File: src/rtl/dmi_core_req_ctrl_pkg.sv
// Shared DMI request-controller types and constants.
// Package dmi_pkg is imported by dmi_core_req_ctrl and dmi_req_timeout_cnt.
package dmi_pkg;

    localparam int DMI_ADDR_W = 7;
    localparam int DMI_DATA_W = 32;

    typedef enum logic [1:0] {
        IDLE = 2'd0,
        REQ  = 2'd1,
        WAIT = 2'd2
    } dmi_state_e;

    localparam logic [1:0] DMI_OP_OK     = 2'd0;
    localparam logic [1:0] DMI_OP_FAILED = 2'd2;
    localparam logic [1:0] DMI_OP_BUSY   = 2'd3;

    // First error wins; a failure outranks an overrun raised in the same cycle.
    function automatic logic [1:0] dmi_op_merge(input logic [1:0] cur,
                                                input logic       fail,
                                                input logic       overrun);
        logic [1:0] res;
        if (cur != DMI_OP_OK) begin
            res = cur;
        end else if (fail) begin
            res = DMI_OP_FAILED;
        end else if (overrun) begin
            res = DMI_OP_BUSY;
        end else begin
            res = DMI_OP_OK;
        end
        return res;
    endfunction

endpackage

File: src/rtl/dmi_core_req_ctrl_timeout_cnt.sv
// WAIT-state response timeout: counter plus expiry compare.
// Instantiated by dmi_core_req_ctrl only when DMI_REQ_TIMEOUT_EN is defined.
module dmi_req_timeout_cnt
    import dmi_pkg::*;
#(
    parameter int TO_CYCLES = 1024
) (
    input  logic clk,
    input  logic rst_n,
    input  logic in_wait,
    output logic expire
);

    localparam int              CNT_W = $clog2(TO_CYCLES);
    localparam logic [CNT_W-1:0] LAST = CNT_W'(TO_CYCLES - 2);

    logic [CNT_W-1:0] cnt_r;

    // Counter is zero on WAIT entry and advances once per WAIT cycle.
    always_ff @(posedge clk or negedge rst_n) begin
        if (!rst_n) begin
            cnt_r <= '0;
        end else if (in_wait) begin
            cnt_r <= cnt_r + CNT_W'(1);
        end else begin
            cnt_r <= '0;
        end
    end

    // Counter reaches TO_CYCLES-1 at the edge that ends this WAIT cycle.
    assign expire = in_wait && (cnt_r == LAST);

endmodule

File: src/rtl/dmi_core_req_ctrl.sv
// Core-clock DMI request sequencer: strobe -> valid/ready request -> response wait.
// Optional response timeout enabled by defining DMI_REQ_TIMEOUT_EN.
module dmi_core_req_ctrl
    import dmi_pkg::*;
#(
    parameter int ADDR_W    = DMI_ADDR_W,
    parameter int DATA_W    = DMI_DATA_W,
    parameter int TO_CYCLES = 1024
) (
    input  logic              clk,
    input  logic              rst_n,
    input  logic              reg_en,
    input  logic              reg_wr_en,
    input  logic [ADDR_W-1:0] reg_addr,
    input  logic [DATA_W-1:0] reg_wdata,
    input  logic              sticky_clr,
    output logic              dmi_req_valid,
    output logic              dmi_req_write,
    output logic [ADDR_W-1:0] dmi_req_addr,
    output logic [DATA_W-1:0] dmi_req_wdata,
    input  logic              dmi_req_ready,
    input  logic              dmi_rsp_valid,
    input  logic              dmi_rsp_err,
    input  logic [DATA_W-1:0] dmi_rsp_rdata,
    output logic [DATA_W-1:0] rd_data,
    output logic              busy,
    output logic [1:0]        op_status
);

    dmi_state_e        state_r, state_s;
    logic              accept_s, complete_s, timeout_s, overrun_s, fail_s, to_expire_s;
    logic [1:0]        status_base_s, op_status_s, op_status_r;
    logic              req_valid_r, req_write_r, busy_r;
    logic [ADDR_W-1:0] req_addr_r;
    logic [DATA_W-1:0] req_wdata_r, rd_data_r;

`ifdef DMI_REQ_TIMEOUT_EN
    dmi_req_timeout_cnt #(
        .TO_CYCLES (TO_CYCLES)
    ) u_timeout (
        .clk     (clk),
        .rst_n   (rst_n),
        .in_wait (state_r == WAIT),
        .expire  (to_expire_s)
    );
`else
    assign to_expire_s = 1'b0;
    // TO_CYCLES only sizes the timeout counter; nothing to build without it.
    if (TO_CYCLES < 2) begin : g_to_cycles_unused
    end
`endif

    // Next-state and transaction event decode.
    always_comb begin
        state_s    = state_r;
        accept_s   = 1'b0;
        complete_s = 1'b0;
        timeout_s  = 1'b0;
        case (state_r)
            IDLE: begin
                if (reg_en && ((op_status_r == DMI_OP_OK) || sticky_clr)) begin
                    accept_s = 1'b1;
                    state_s  = REQ;
                end else begin
                    state_s  = IDLE;
                end
            end
            REQ: begin
                if (dmi_req_ready && dmi_rsp_valid) begin
                    complete_s = 1'b1;
                    state_s    = IDLE;
                end else if (dmi_req_ready) begin
                    state_s    = WAIT;
                end else begin
                    state_s    = REQ;
                end
            end
            WAIT: begin
                if (dmi_rsp_valid) begin
                    complete_s = 1'b1;
                    state_s    = IDLE;
                end else if (to_expire_s) begin
                    timeout_s  = 1'b1;
                    state_s    = IDLE;
                end else begin
                    state_s    = WAIT;
                end
            end
            default: begin
                state_s = IDLE;
            end
        endcase
    end

    assign overrun_s     = reg_en && (state_r != IDLE);
    assign fail_s        = (complete_s && dmi_rsp_err) || timeout_s;
    assign status_base_s = sticky_clr ? DMI_OP_OK : op_status_r;
    assign op_status_s   = dmi_op_merge(status_base_s, fail_s, overrun_s);

    // State, registered outputs, request capture and read-data hold.
    always_ff @(posedge clk or negedge rst_n) begin
        if (!rst_n) begin
            state_r     <= IDLE;
            busy_r      <= 1'b0;
            req_valid_r <= 1'b0;
            req_write_r <= 1'b0;
            req_addr_r  <= '0;
            req_wdata_r <= '0;
            rd_data_r   <= '0;
            op_status_r <= DMI_OP_OK;
        end else begin
            state_r     <= state_s;
            busy_r      <= (state_s != IDLE);
            req_valid_r <= (state_s == REQ);
            op_status_r <= op_status_s;
            if (accept_s) begin
                req_write_r <= reg_wr_en;
                req_addr_r  <= reg_addr;
                req_wdata_r <= reg_wdata;
            end
            if (complete_s && !dmi_rsp_err && !req_write_r) begin
                rd_data_r <= dmi_rsp_rdata;
            end
        end
    end

    assign dmi_req_valid = req_valid_r;
    assign dmi_req_write = req_write_r;
    assign dmi_req_addr  = req_addr_r;
    assign dmi_req_wdata = req_wdata_r;
    assign rd_data       = rd_data_r;
    assign busy          = busy_r;
    assign op_status     = op_status_r;

endmodule

File: config.mk
export PLATFORM = sky130hd
export DESIGN_NAME = dmi_core_req_ctrl
export DESIGN_NICKNAME = d
export VERILOG_FILES = /design/src/rtl/dmi_core_req_ctrl_pkg.sv /design/src/rtl/dmi_core_req_ctrl_timeout_cnt.sv /design/src/rtl/dmi_core_req_ctrl.sv
export SDC_FILE = /design/constraint.sdc
export NUM_CORES = 1
export LEC_CHECK = 0
export CORE_MARGIN = 1
export CORE_UTILIZATION = 35
export CTS_CLUSTER_SIZE = 16
export DETAILED_ROUTE_END_ITERATION = 16
export PLACE_DENSITY = 0.69
export SLEW_MARGIN = 20
export SYNTH_ARGS = -nofsm -noshare
export SYNTH_HDL_FRONTEND = slang
export SYNTH_SLANG_ARGS = --single-unit
File: constraint.sdc
create_clock -name clk -period 1.5 [get_ports clk]
set_clock_uncertainty 0.05 [all_clocks]
set_input_delay 0.3 -clock clk [delete_from_list [all_inputs] [get_ports clk]]
set_output_delay 0.3 -clock clk [all_outputs]
set_load 0.01 [all_outputs]
==> flow_metrics.env <==
export IMPL_syn_area_um2=3330
export IMPL_max_freq_mhz=593
export IMPL_violations="negative setup slack"
export IMPL_start_util=0.360
export IMPL_path_common_cell="buf_12"
export IMPL_drt_iter0_drc=23
export IMPL_worstSetupStartpointType="flop"
export IMPL_drcViolationCount=0
export IMPL_async_reset_ff_frac=1.00
export IMPL_dp_cells=477
export IMPL_crit_arrival_ns=1.87
export IMPL_ys_types=20
export IMPL_yosys_warnings=0
export IMPL_critPathBufInv=3
export IMPL_vias_per_cell=4.39
export IMPL_p_leak_nw=2.72
export IMPL_yosys_register_bits=78
export IMPL_hold_path_class="primary input to async pin"
export IMPL_drv_slew=0
export IMPL_finalCritPeriodShare=1.12
export IMPL_critPathSlowestCell="dfrtp_2"
export IMPL_synthCells=185
export IMPL_die_area_um2=9910
export IMPL_finalHoldViolCount=0
export IMPL_wl_per_cell_um=15.6
export IMPL_wl_um=7880
export IMPL_drive_above_1_share=0.331
export IMPL_cts_buffers=9
export IMPL_maxSlewHeadroom=0.746
export IMPL_vias=2213
export IMPL_outcome="finished, violations left"
export IMPL_nets=454
export IMPL_synth_xor_area_frac=0
export IMPL_ctsHtreeMaxLevel=3
export IMPL_worst_path_dominant_cell_family="flip-flops"
export IMPL_clock_latency_ns=0.35
export IMPL_synth_compound_area_share=0.0225
export IMPL_peakVddDrop_mv=0.837
export IMPL_synthAdderAreaFrac=0.0188
export IMPL_stdcell_area_um2=5470
export IMPL_path_cells="inv_4 -> ha_4 -> a21o_1 -> nand4_4 -> buf_12 -> buf_12 -> mux2_4"
export IMPL_cts_sinks=78
export IMPL_cts_root_buf="clkbuf_8"
export IMPL_die_x_um=99.5
export IMPL_fill_cells=770
export IMPL_ys_flop_type="dfrtp_1"
export IMPL_seq_area_frac_synth=0.586
export IMPL_finalCriticalPeriod_ns=1.69
export IMPL_syn_nets=269
export IMPL_clkTransAtPathRegs_ns=0.09
export IMPL_overflow=0
export IMPL_num_antenna_cells=0
export IMPL_core_um2=9240
export IMPL_grt_pass1_wl_um=12400
export IMPL_syn_area_per_cell_um2=18.0
export IMPL_r2r_setup_slack_ns=-0.19
export IMPL_yosys_area_share_simple=0.0229
export IMPL_dp_hpwl_um=5430
export IMPL_dr_pass1_iters=4
export IMPL_grt_setup_unrepaired="yes"
export IMPL_antenna_found_initial=0
export IMPL_final_cell_mix="77 x dfrtp_1, 77 x clkdlybuf4s50_1, 73 x dlygate4sd2_1, 72 x mux2_4, 12 x buf_4"
export IMPL_setup_ws_ns=-0.186
export IMPL_final_cells=504
export IMPL_setup_viol=73
export IMPL_areaGrowthSynthToFinish_pct=64.1
export IMPL_place_area_um2=5140
export IMPL_end_kind="flop"
export IMPL_track_usage=0.164
export IMPL_place_ws_ns=-0.332
export IMPL_rows=35
export IMPL_worstSetupPathType="flop to flop"
export IMPL_grt_max_degree=29
export IMPL_cts_tree="done"
export IMPL_synth_mux_area_frac=0.322
export IMPL_synth_top_family_by_area="multiplexers"
export IMPL_ant_nets=0
export IMPL_io_buffers=154
export IMPL_pin_count=155
export IMPL_cpPeakStageDelay_ns=0.46
export IMPL_die_y_um=99.5
export IMPL_fin_util=0.591
export IMPL_gp_congestion=0.701
export IMPL_cap_viol_max_count=0
export IMPL_cts_buffer_depth=2
export IMPL_cp_max_fo=8
export IMPL_synth_edf_count=0
export IMPL_required_ns=1.68
export IMPL_grt_pass1_vias=2397
export IMPL_power_density_nw_per_um2=1810
export IMPL_max_slew_worst_pin_slew_ns=0.381
==> worst reg2reg max path, cell delays in order (launching register included) <==
cell	delay (ns)
dfrtp_2	0.46
inv_4	0.09
ha_4	0.14
a21o_1	0.13
nand4_4	0.10
buf_12	0.16
buf_12	0.14
mux2_4	0.29
==> metal layers <==
layer / global-route usage / part of all wire / vias up
met5: 0 / 0 / -
met4: 0.0441 / 0.0094 / 0
met3: 0.0541 / 0.061 / 7
met2: 0.267 / 0.50 / 92
met1: 0.212 / 0.43 / 1086
li1: - / - / 1028
==> power breakdown <==
group | leakage, nW | internal, mW | switching (mW) | total, mW
Sequential | 0.965 | 3.10 | 0.552 | 3.65
Combinational | 1.67 | 2.99 | 1.70 | 4.70
Clock | 0.0883 | 0.763 | 0.772 | 1.53
Total | 2.72 | 6.85 | 3.03 | 9.88
==> worst paths after layout <==
path                                   start                end  cells past startpoint
hold reg to reg            dmi_req_wdata[17]  dmi_req_wdata[17]                      1
setup / recovery                  state_r[0]        rd_data[15]                      7
setup reg to reg                  state_r[0]        rd_data[15]                      7
max in group asynchronous              rst_n         rd_data[6]                      3
hold / removal                         rst_n        rd_data[25]                      2
min in group clk           dmi_req_wdata[17]  dmi_req_wdata[17]                      1
==> layout make-up <==
type / instances / area [um^2] / area share
sequential: 78 / 1950 / 0.357
timing repair buffer: 181 / 1810 / 0.331
multi-input combinational: 97 / 1340 / 0.245
tap: 129 / 161 / 0.0295
clock buffer: 10 / 128 / 0.0234
clock inverter: 6 / 62.6 / 0.0114
inverter: 3 / 13.8 / 0.00252
==> sequential cells by signal (all words and copies together) (netlist names) <==
| register | flops |
|---|---|
| dmi_req_addr | 7 |
| dmi_req_wdata | 32 |
| rd_data | 32 |
| op_status | 2 |
| dmi_req_valid | 1 |
| state_r | 2 |
| busy | 1 |
| dmi_req_write | 1 |
==> kinds of logic after synthesis <==
| group | count (synthesis) |
|---|---|
| flops | 78 |
| mux | 72 |
| compound gates | 9 |
| buf+inv | 10 |
| simple gates | 11 |
| fa+ha+maj | 5 |
==> through the flow <==
stage,total power [mW],hold slack (ns),TNS (ns)
floorplan,6.15,-0.0456,-2.03
global placement,8.71,0.197,-18.45
detailed placement,8.78,0.199,-19.48
CTS,9.84,0.348,-8.66
global route,10.5,0.382,-14.84
finish,9.88,0.356,-10.35
==> what timing repair did <==
action                     in CTS  in global routing
gates cloned                    1                  4
hold endpoints to repair       25                  0
hold buffers                    1                  0
resized for setup              94                  2
setup endpoints to repair     149                 74
buffers inserted                5                  1
pin swaps                       3                  2
==> cells in the mapped netlist, types with 2 or more instances <==
cell       n  area (um^2)
dfrtp_1   78         1950
mux2_4    70         1050
buf_6      7         78.8
ha_1       5         62.6
nor2_1     4         15.0
inv_1      3         11.3
nand2b_1   3         18.8
a21oi_1    2         10.0
mux2_2     2         22.5
No activity file was read; power rests on OpenSTA's default activity.
